[src/rtl/br_pkg.sv]
// Shared types and constants for the burst-RAM port arbiter.
// Imported by the arbiter top and its request picker.
package br_pkg;

    typedef enum logic [2:0] {
        IDLE   = 3'd0,
        ISSUE  = 3'd1,
        WBEATS = 3'd2,
        RWAIT  = 3'd3,
        GAP    = 3'd4
    } br_state_e;

    localparam logic BR_CMD_READ  = 1'b0;
    localparam logic BR_CMD_WRITE = 1'b1;

    localparam int ARB_ROUND_ROBIN = 0;
    localparam int ARB_FIXED       = 1;

    // Grant index width; a single-port build still needs a 1-bit index.
    function automatic int idx_width(input int n);
        return (n > 1) ? $clog2(n) : 1;
    endfunction

endpackage

[src/rtl/br_rr_picker.sv]
// Combinational winner selection: round-robin after 'last' or fixed
// priority with port 0 highest.
module br_rr_picker
    import br_pkg::*;
#(
    parameter int NUM_PORTS = 2,
    parameter int ARB_MODE  = ARB_ROUND_ROBIN,
    localparam int IW       = idx_width(NUM_PORTS)
) (
    input  logic [NUM_PORTS-1:0] req,
    input  logic [IW-1:0]        last,
    output logic                 valid,
    output logic [IW-1:0]        index
);

    logic [IW-1:0] cand;

    // NOTE: every signal gets a default before the loops so no path leaves it unassigned (no latch).
    always_comb begin
        valid = 1'b0;
        index = '0;
        cand  = '0;
        if (ARB_MODE == ARB_FIXED) begin
            // Scan downward so the lowest requesting index is written last.
            for (int i = NUM_PORTS - 1; i >= 0; i--) begin
                cand = IW'(i);
                if (req[cand]) begin
                    valid = 1'b1;
                    index = cand;
                end
            end
        end else begin
            // Distance 1 from 'last' is visited last and therefore wins.
            for (int i = NUM_PORTS; i >= 1; i--) begin
                cand = IW'((int'(last) + i) % NUM_PORTS);
                if (req[cand]) begin
                    valid = 1'b1;
                    index = cand;
                end
            end
        end
    end

endmodule

[src/rtl/br_port_arbiter.sv]
// Serialises whole bursts from NUM_PORTS requesters onto the PSRAM
// controller burst-RAM command interface and routes read beats back.
module br_port_arbiter
    import br_pkg::*;
#(
    parameter int NUM_PORTS      = 2,
    parameter int ADDR_WIDTH     = 21,
    parameter int DATA_WIDTH     = 64,
    parameter int BURST_BEATS    = 4,
    parameter int ARB_MODE       = ARB_ROUND_ROBIN,
    parameter int CMD_GAP_CYCLES = 4,
    parameter int READ_TIMEOUT   = 64
) (
    input  logic                            clk,
    input  logic                            rst,
    input  logic                            br_init_calib,
    input  logic [NUM_PORTS-1:0]            req,
    input  logic [NUM_PORTS-1:0]            req_cmd,
    input  logic [NUM_PORTS*ADDR_WIDTH-1:0] req_addr,
    input  logic [NUM_PORTS*DATA_WIDTH-1:0] req_wr_data,
    input  logic [NUM_PORTS*DATA_WIDTH/8-1:0] req_data_mask,
    output logic [NUM_PORTS-1:0]            wr_ack,
    output logic [DATA_WIDTH-1:0]           rd_data,
    output logic [NUM_PORTS-1:0]            rd_valid,
    output logic [NUM_PORTS-1:0]            done,
    output logic [NUM_PORTS-1:0]            err,
    output logic                            br_cmd,
    output logic                            br_cmd_en,
    output logic [ADDR_WIDTH-1:0]           br_addr,
    output logic [DATA_WIDTH-1:0]           br_wr_data,
    output logic [DATA_WIDTH/8-1:0]         br_data_mask,
    input  logic [DATA_WIDTH-1:0]           br_rd_data,
    input  logic                            br_rd_data_valid
);

    localparam int IW = idx_width(NUM_PORTS);
    localparam int MW = DATA_WIDTH / 8;
    localparam int BW = $clog2(BURST_BEATS);
    localparam int TW = $clog2(READ_TIMEOUT + 1);
    localparam int GW = $clog2(CMD_GAP_CYCLES + 1);

    br_state_e              state_q, state_d;
    logic [IW-1:0]          grant_q, grant_d;
    logic [IW-1:0]          last_q, last_d;
    logic                   cmd_q, cmd_d;
    logic [ADDR_WIDTH-1:0]  addr_q, addr_d;
    logic [BW-1:0]          beat_q, beat_d;
    logic [TW-1:0]          timer_q, timer_d;
    logic [GW-1:0]          gap_q, gap_d;
    logic                   terr_q, terr_d;

    logic                   pick_valid;
    logic [IW-1:0]          pick_idx;

    br_rr_picker #(
        .NUM_PORTS (NUM_PORTS),
        .ARB_MODE  (ARB_MODE)
    ) u_picker (
        .req   (req),
        .last  (last_q),
        .valid (pick_valid),
        .index (pick_idx)
    );

    always_comb begin
        state_d = state_q;
        grant_d = grant_q;
        last_d  = last_q;
        cmd_d   = cmd_q;
        addr_d  = addr_q;
        beat_d  = beat_q;
        timer_d = timer_q;
        gap_d   = gap_q;
        terr_d  = terr_q;
        unique case (state_q)
            IDLE: begin
                if (br_init_calib && pick_valid) begin
                    grant_d = pick_idx;
                    cmd_d   = req_cmd[pick_idx];
                    addr_d  = req_addr[pick_idx*ADDR_WIDTH +: ADDR_WIDTH];
                    terr_d  = 1'b0;
                    state_d = ISSUE;
                end
            end
            ISSUE: begin
                if (cmd_q == BR_CMD_WRITE) begin
                    beat_d  = BW'(1);
                    state_d = (BURST_BEATS > 1) ? WBEATS : GAP;
                end else begin
                    // Timer holds cycles elapsed since the command or the last beat.
                    beat_d  = '0;
                    timer_d = TW'(1);
                    state_d = RWAIT;
                end
            end
            WBEATS: begin
                if (beat_q == BW'(BURST_BEATS - 1)) state_d = GAP;
                else                                beat_d  = beat_q + BW'(1);
            end
            RWAIT: begin
                if (br_rd_data_valid) begin
                    timer_d = TW'(1);
                    if (beat_q == BW'(BURST_BEATS - 1)) state_d = GAP;
                    else                                beat_d  = beat_q + BW'(1);
                end else if (timer_q == TW'(READ_TIMEOUT - 1)) begin
                    terr_d  = 1'b1;
                    state_d = GAP;
                end else begin
                    timer_d = timer_q + TW'(1);
                end
            end
            GAP: begin
                if (gap_q == GW'(CMD_GAP_CYCLES - 1)) begin
                    gap_d   = '0;
                    beat_d  = '0;
                    last_d  = grant_q;
                    state_d = IDLE;
                end else begin
                    gap_d = gap_q + GW'(1);
                end
            end
            default: state_d = IDLE;
        endcase
    end

    // Outputs decode registered state only, so an async reset clears them at once.
    always_comb begin
        wr_ack       = '0;
        rd_valid     = '0;
        done         = '0;
        err          = '0;
        rd_data      = '0;
        br_cmd       = 1'b0;
        br_cmd_en    = 1'b0;
        br_addr      = '0;
        br_wr_data   = '0;
        br_data_mask = '0;
        unique case (state_q)
            ISSUE: begin
                br_cmd_en = 1'b1;
                br_cmd    = cmd_q;
                br_addr   = addr_q;
                if (cmd_q == BR_CMD_WRITE) begin
                    br_wr_data      = req_wr_data[grant_q*DATA_WIDTH +: DATA_WIDTH];
                    br_data_mask    = req_data_mask[grant_q*MW +: MW];
                    wr_ack[grant_q] = 1'b1;
                end
            end
            WBEATS: begin
                br_wr_data      = req_wr_data[grant_q*DATA_WIDTH +: DATA_WIDTH];
                br_data_mask    = req_data_mask[grant_q*MW +: MW];
                wr_ack[grant_q] = 1'b1;
            end
            RWAIT: begin
                rd_data           = br_rd_data;
                rd_valid[grant_q] = br_rd_data_valid;
            end
            GAP: begin
                if (gap_q == '0) begin
                    done[grant_q] = 1'b1;
                    err[grant_q]  = terr_q;
                end
            end
            default: ;
        endcase
    end

    // NOTE: sequential state uses non-blocking assignments so all flops update together.
    always_ff @(posedge clk or posedge rst) begin
        if (rst) begin
            state_q <= IDLE;
            grant_q <= '0;
            last_q  <= IW'(NUM_PORTS - 1);
            cmd_q   <= 1'b0;
            addr_q  <= '0;
            beat_q  <= '0;
            timer_q <= '0;
            gap_q   <= '0;
            terr_q  <= 1'b0;
        end else begin
            state_q <= state_d;
            grant_q <= grant_d;
            last_q  <= last_d;
            cmd_q   <= cmd_d;
            addr_q  <= addr_d;
            beat_q  <= beat_d;
            timer_q <= timer_d;
            gap_q   <= gap_d;
            terr_q  <= terr_d;
        end
    end

endmodule

[config.mk]
export PLATFORM = sky130hd
export DESIGN_NAME = br_port_arbiter
export DESIGN_NICKNAME = d
export VERILOG_FILES = /design/src/rtl/br_pkg.sv /design/src/rtl/br_rr_picker.sv /design/src/rtl/br_port_arbiter.sv
export SDC_FILE = /design/constraint.sdc
export NUM_CORES = 1
export LEC_CHECK = 0
export ABC_AREA = 1
export CORE_AREA = 2 2 164 166
export CTS_CLUSTER_DIAMETER = 40
export CTS_CLUSTER_SIZE = 10
export DETAILED_ROUTE_END_ITERATION = 7
export DIE_AREA = 0 0 166 168
export PLACE_DENSITY = 0.47
export SLEW_MARGIN = 20
export SYNTH_ARGS = -nofsm -noshare
export SYNTH_HDL_FRONTEND = slang
export SYNTH_SLANG_ARGS = --single-unit
[constraint.sdc]
create_clock -name clk -period 2.2 [get_ports clk]
set_clock_uncertainty 0.15 [all_clocks]
set_input_delay 0.66 -clock clk [delete_from_list [all_inputs] [get_ports clk]]
set_output_delay 0.66 -clock clk [all_outputs]
set_load 0.01 [all_outputs]
==> qor.yml, run 1 <==
route:
  vias: 5875
  drt-pass1-iter-count: 4
  wl_met2_microns: 11500
  totalWireLength_microns: 21500
  ant_nets: 0
  initialDrtViolationCount: 197
  wl_met1_microns: 8340
  top_layer_used: "met4"
  wl_met3_microns: 1480
  drc: 0
  wl_per_cell_microns: 14.2
  post_drt_via_cell_ratio: 3.89
place:
  dp_hpwl_microns: 16600
  io_buffers: 424
  place.gp.congestion: 0.824
  dpl_worst_slack_ps: -783
sta:
  finalSetupViolCount: 168
  timing.slew.headroom: 0.723
  worstMarginPinSlew_ps: 411
  period_share: 1.25
  fin_crit_ps: 2750
  fmax_ghz: 0.364
  maxSlewViolCount: 0
  fin_ws_ps: -548
  rsz0062_at_grt: "true"
  finalHoldViolations: 0
yosys:
  synthMuxAreaShare: 0
  ys_seq_area_frac: 0.283
  avgSynthCellArea_sq_um: 5.40
  synth_xor_area_frac: 0.00247
  synth.distinct_cells: 24
  yosys.area.top_type: "dfrtp_1"
  synth_top_family_by_area: "simple AND/OR/NAND/NOR gates"
  synth-simple-area-share: 0.444
  synth_cells: 657
  synth_common_cells: "258 x nand2_1, 124 x nor2_1, 108 x inv_1, 40 x o21ai_0, 39 x dfrtp_1"
  synth_fa_ha_area_frac: 0.0141
  syn_area_sq_um: 3550
  yosys-top-cells-area: "dfrtp_1 28%, nand2_1 27%, nor2_1 13%"
  synth_most_common_cell: "nand2_1"
  synth_top_flop_cell: "dfrtp_1"
  async_reset_ff_frac: 1.00
  ys_warn_count: 0
  yosysTopAreaCellShare: 0.275
  synth_edf_count: 0
  synth-seq-cells: 40
  synth_nets: 919
  synth_compound_area_frac: 0.102
grt:
  grt_pass1_vias: 5679
  grt_antenna_before_repair: 3
  overflow: 0
  grt_pass1_wl_microns: 31700
  grt_usage: 0.142
  grt_max_degree: 41
worst_setup_path:
  cp-end-kind: "output port"
  crit_chain: "nor2_4 -> nand2_2 -> nor2_4 -> nor2_4 -> nor2_4 -> buf_12 -> buf_8 -> buf_12 -> buf_6 -> nand2_2 -> nand2_2 -> buf_6"
  cpMaxStageDelayCell: "dfrtp_1"
  critPathMaxFanout: 6
  crit_top_cell: "nor2_4"
  cp.required_ps: 1390
  critPathMaxStageDelay_ps: 420
  crit_type: "reg -> out"
  arrival_ps: 1940
  crit_path_start_kind: "flop"
final_layout:
  drive_above_1_share: 0.402
  num-nets-final: 1428
  syn2layout_area_growth_pct: 180
power:
  leakagePower_nw: 5.28
  peakVddDrop_mv: 0.899
  p_total_mw: 10.8
  powerDensity_nw_per_um2: 1090
cts:
  clk_latency_ps: 290
  path_clk_slew_ps: 70
  clk_path_buf_depth: 2
  cts_buffers: 5
  cts_root_buffer: "clkbuf_16"
  cts_hold_buf: 0
  cts_tree: "yes"
  cts.sinks: 40
  cts_max_level: 2
run:
  maxCapViolations: 0
outcome:
  violations: "negative setup slack"
  status: "finished, violations left"
floorplanning:
  die_area_sq_um: 27900
  num_io_pins: 425
  rows: 60
  dieHeight_microns: 168
  start_util: 0.135
  core_sq_um: 26400
  die_w_microns: 166
hold_path:
  holdCritPathClass: "reg -> reg"
logic make-up after synthesis:
kind of cell | count (synthesis)
adder cells (fa/ha/maj) | 4
AO/OA/AOI/OAI | 66
AND/OR/NAND/NOR | 406
flip-flops | 40
XOR/XNOR | 1
buffers and inverters | 140
through the flow:
step                      utilization  TNS, ps  instances  hold slack, ps  area [sq um]
after floorplan                     -     -503        657             291          3580
after CTS                       0.359   -63250       1494             357          9460
after global routing            0.377   -72150       1510             384          9940
after global placement          0.329   -69710       1443             343          8670
after detailed placement        0.329   -69780       1443             349          8670
final                           0.377   -56750       1511             364          9940
layout by cell type, fill, tap and decap left out, drive strengths merged:
master and count:
nand2 258, dfstp 1, bufinv 1, xor2 1
dfrtp 39, o21ai 40, nor3 2, buf 271
inv 109, nand4 2, diode 3, a31oi 1
clkdlybuf4s50 256, ha 4, a21oi 2, o31ai 1
o22ai 22, nor2 129, clkbuf 11, nand3 12
clkinv 1, nor4 2, or2 1, dlygate4sd2 1
critical path, delay by kind of cell (launching register included):
family,cells,cell delay (ps)
buffers and inverters,5,590
DFF,1,420
and+or+nand+nor,7,640
area by class of cell:
cell class / count / area [sq um]
antenna: 3 / 7.51
clock buffer: 6 / 139
clock inverter: 2 / 38.8
fill: 2821 / 16400
inverter: 109 / 409
multi-input combinational: 477 / 2790
sequential: 40 / 1000
tap: 341 / 427
timing repair buffer: 533 / 5130
sequential cells by signal, summed over array words and instances (netlist names):
| register | count |
|---|---|
| gap_q | 3 |
| timer_q | 7 |
| cmd_q | 1 |
| terr_q | 1 |
| last_q | 1 |
| grant_q | 1 |
| state_q | 3 |
| addr_q | 21 |
| beat_q | 2 |
final timing paths:
path,start,to,slack (ps),depth (start not counted)
max reg2reg,state_q[1],timer_q[5],-30,15
min in group asynchronous,rst,addr_q[7],570,3
max,state_q[1],br_wr_data[7],-550,12
min,last_q,last_q,360,2
min reg2reg,last_q,last_q,360,2
max in group asynchronous,rst,last_q,1050,3
metal layers:
| metal | up-vias | global-route usage |
|---|---|---|
| met1 | 2631 | 0.164 |
| met4 | 0 | 0.0144 |
| li1 | 2986 | - |
| met2 | 247 | 0.272 |
| met5 | - | 0 |
| met3 | 11 | 0.0343 |
report_power, final:
part / leakage (nW) / internal [mW] / switching (mW) / total [mW]
Clock: 0.0871 / 0.569 / 0.317 / 0.886
Combinational: 4.69 / 4.60 / 4.18 / 8.77
Sequential: 0.502 / 1.03 / 0.134 / 1.17
what timing repair did:
action / 4_1_cts / 5_1_grt
resized for setup: 692 / 328
pin swaps: 40 / 51
setup endpoints to repair: 167 / 168
cloned: 7 / 4
setup buffers: 40 / 20
No activity file was read; power rests on OpenSTA's default activity.
==> run 2: changes to the inputs <==
--- a/config.mk
+++ b/config.mk
@@ -5,13 +5,13 @@
 export SDC_FILE = /design/constraint.sdc
 export NUM_CORES = 1
 export LEC_CHECK = 0
-export ABC_AREA = 1
-export CORE_AREA = 2 2 164 166
+export CORE_AREA = 2 2 163 165
 export CTS_CLUSTER_DIAMETER = 40
 export CTS_CLUSTER_SIZE = 10
 export DETAILED_ROUTE_END_ITERATION = 7
-export DIE_AREA = 0 0 166 168
-export PLACE_DENSITY = 0.47
+export DIE_AREA = 0 0 165 167
+export PLACE_DENSITY = 0.48
+export SETUP_SLACK_MARGIN = 0.5
 export SLEW_MARGIN = 20
 export SYNTH_ARGS = -nofsm -noshare
 export SYNTH_HDL_FRONTEND = slang
==> run 2 against run 1 <==
  * Wire length grew 14%
  * Critical endpoint is now rd_data[61]
  * Count of clock-buffer cells in the layout grew 1
  * The run still ends with negative setup slack left
  * First-iteration DRC count is 28% lower
  * Global-route usage is 1.7 points higher
  * Core utilization grew 5.5 points
==> qor.yml, run 2 <==
final_layout:
  top_regs: "addr_q (21), timer_q (7)"
  fin_util: 0.432
  largest_register_ffs: 21
  num-nets-final: 1246
  syn2layout_area_growth_pct: 196
  layout_commonest_cell: "clkdlybuf4s50_1"
  seqCellArea_sq_um: 1010
  top_register: "addr_q"
  drive_above_1_share: 0.501
  multi_input_area_sq_um: 3510
  n_fill_cell: 2518
  final_cell_mix: "253 x clkdlybuf4s50_1, 150 x buf_6, 97 x mux2i_1, 57 x and3_4, 54 x nor2_4"
worst_setup_path:
  cp.required_ps: 1390
  critPathMaxFanout: 6
  reg2reg_depth: 12
  crit_chain: "buf_6 -> and2b_4 -> buf_6 -> buf_12 -> buf_12 -> buf_16 -> and3_1 -> buf_2"
  rrSetupSlack_ps: -100
  critPathMaxStageDelay_ps: 440
  arrival_ps: 1820
  crit_path_start_kind: "flop"
  crit_family: "buffers and inverters"
  r2r_end: "timer_q[4]"
  cp-end-kind: "output port"
  reg2reg_from: "state_q[2]"
  crit_type: "reg -> out"
  worst-path-buf-inv: 6
  cpMaxStageDelayCell: "dfrtp_2"
floorplanning:
  core_sq_um: 25800
  rows: 59
  die_area_sq_um: 27600
  die_w_microns: 165
  num_io_pins: 425
  start_util: 0.146
  dieHeight_microns: 167
grt:
  grt_antenna_before_repair: 4
  overflow: 0
  grt_usage: 0.159
  grt_pass1_vias: 5272
  grt_pass1_wl_microns: 33000
  grt_max_degree: 37
route:
  vias: 5434
  wl_met1_microns: 9640
  wl_met3_microns: 2060
  totalWireLength_microns: 24600
  top_layer_used: "met5"
  drt-pass1-iter-count: 4
  ant_nets: 0
  initialDrtViolationCount: 142
  post_drt_via_cell_ratio: 4.11
  wl_met2_microns: 12700
  wl_per_cell_microns: 18.6
  drc: 0
yosys:
  synth_nets: 736
  synth.distinct_cells: 46
  ys_warn_count: 0
  synth-seq-cells: 40
  syn_area_sq_um: 3760
  synth_most_common_cell: "mux2i_1"
  synth_top_flop_cell: "dfrtp_1"
  synth_edf_count: 0
  avgSynthCellArea_sq_um: 7.92
  yosys.area.top_type: "mux2i_1"
  ys_seq_area_frac: 0.267
  async_reset_ff_frac: 1.00
  synth_cells: 474
  synth_common_cells: "98 x mux2i_1, 81 x nor2_1, 65 x and3_1, 39 x dfrtp_1, 31 x nand2_1"
  yosys-top-cells-area: "mux2i_1 26%, dfrtp_1 26%, and3_1 11%"
  yosysTopAreaCellShare: 0.261
power:
  peakVddDrop_mv: 0.545
  powerDensity_nw_per_um2: 1180
  p_total_mw: 13.1
  leakagePower_nw: 4.96
outcome:
  status: "finished, violations left"
  violations: "negative setup slack"
sta:
  fin_crit_ps: 2630
  worstMarginPinSlew_ps: 606
  fin_ws_ps: -432
  finalHoldViolations: 0
  timing.slew.headroom: 0.592
  fmax_ghz: 0.380
  finalSetupViolCount: 171
  period_share: 1.20
  rsz0062_at_grt: "true"
  maxSlewViolCount: 0
place:
  place.gp.congestion: 0.825
  dp_hpwl_microns: 17600
  dpl_worst_slack_ps: -666
  io_buffers: 424
hold_path:
  holdCritPathClass: "reg -> reg"
  worstHoldStart: "addr_q[19]"
  worst_hold_path.num_cells: 2
  hold_end: "addr_q[19]"
cts:
  clk_latency_ps: 280
  clk_path_buf_depth: 2
  cts_root_buffer: "clkbuf_16"
  cts_buffers: 5
  path_clk_slew_ps: 60
  cts_max_level: 2
  cts_tree: "yes"
  cts.sinks: 40
run:
  maxCapViolations: 0
==> run 2: changes by cell type in the layout (fill, tap and decap cells not counted), moves of 22 or more <==
cell / change
and2_4: +24
and3_4: +57
nand2_2: -87
buf_6: +78
nand2_4: -52
inv_1: -101
nand2_1: -88
o22ai_1: -22
nor2_1: -90
o21ai_0: -31
buf_2: -76
mux2i_1: +97
nor2_4: +42
==> run 2: worst max path at each step <==
stage,cells after the start,end,from,slack (ps)
2_1_floorplan,7,br_wr_data[14],state_q[0],40
3_3_place_gp,4,rd_valid[1],br_rd_data_valid,-650
3_5_place_dp,4,rd_valid[1],br_rd_data_valid,-670
4_1_cts,8,rd_data[61],state_q[1],-450
5_1_grt,8,rd_data[12],state_q[2],-500
6_report,8,rd_data[61],state_q[1],-430
==> run 2: metrics by stage <==
| stage | cells | hold WS, ps | TNS (ps) | cell area (sq um) |
|---|---|---|---|---|
| 2_1_floorplan | 474 | 299 | 0 | 4350 |
| 3_3_place_gp | 1239 | 313 | -82970 | 9200 |
| 3_5_place_dp | 1239 | 325 | -82040 | 9200 |
| 4_1_cts | 1291 | 339 | -55320 | 9980 |
| 5_1_grt | 1321 | 361 | -65990 | 11100 |
| 6_report | 1321 | 331 | -54660 | 11100 |
==> run 2: routing by layer <==
| layer | global-route usage | up-vias |
|---|---|---|
| li1 | - | 2680 |
| met1 | 0.184 | 2509 |
| met2 | 0.289 | 224 |
| met3 | 0.0468 | 17 |
| met4 | 0.0242 | 4 |
| met5 | 0 | - |
==> run 2: what timing repair did <==
item | 4_1_cts | 5_1_grt
setup buffers | 28 | 15
resized for setup | 806 | 220
gates cloned | 16 | 14
hold buffers | 0 | 0
pin swaps | 34 | 73
setup endpoints to repair | 203 | 207
==> run 2: area by class of cell <==
type | count | area share
repair buffers | 545 | 0.537
multi-input cells | 385 | 0.315
flip-flops and latches | 40 | 0.0906
well taps | 335 | 0.0377
clock buffers | 7 | 0.0137
inverters | 7 | 0.00315
clock inverters | 1 | 0.00270
diodes | 1 | 0.000225
==> run 2: worst min-delay path: stages, from the launching register on <==
cell	delay, ps
dfrtp_1	340
nand2_1	60
o21ai_2	40
==> run 2: cells by family (layout without fill, tap and decap cells) <==
group / after synthesis / after routing / share of synthesized area
buf+inv: 51 / 560 / 0.0586
fa+ha+maj: 4 / 4 / 0.0133
mux: 100 / 100 / 0.268
other cells: 0 / 1 / 0
compound gates: 53 / 53 / 0.0866
flops: 40 / 40 / 0.267
simple gates: 225 / 227 / 0.304
xor+xnor: 1 / 1 / 0.00233
==> run 2: power breakdown <==
group / total (mW) / switching [mW] / leakage, nW / internal, mW
clock network: 0.895 / 0.297 / 0.0901 / 0.597
registers: 1.27 / 0.229 / 0.504 / 1.04
logic: 11.0 / 4.69 / 4.37 / 6.28
total: 13.1 / 5.21 / 4.96 / 7.92
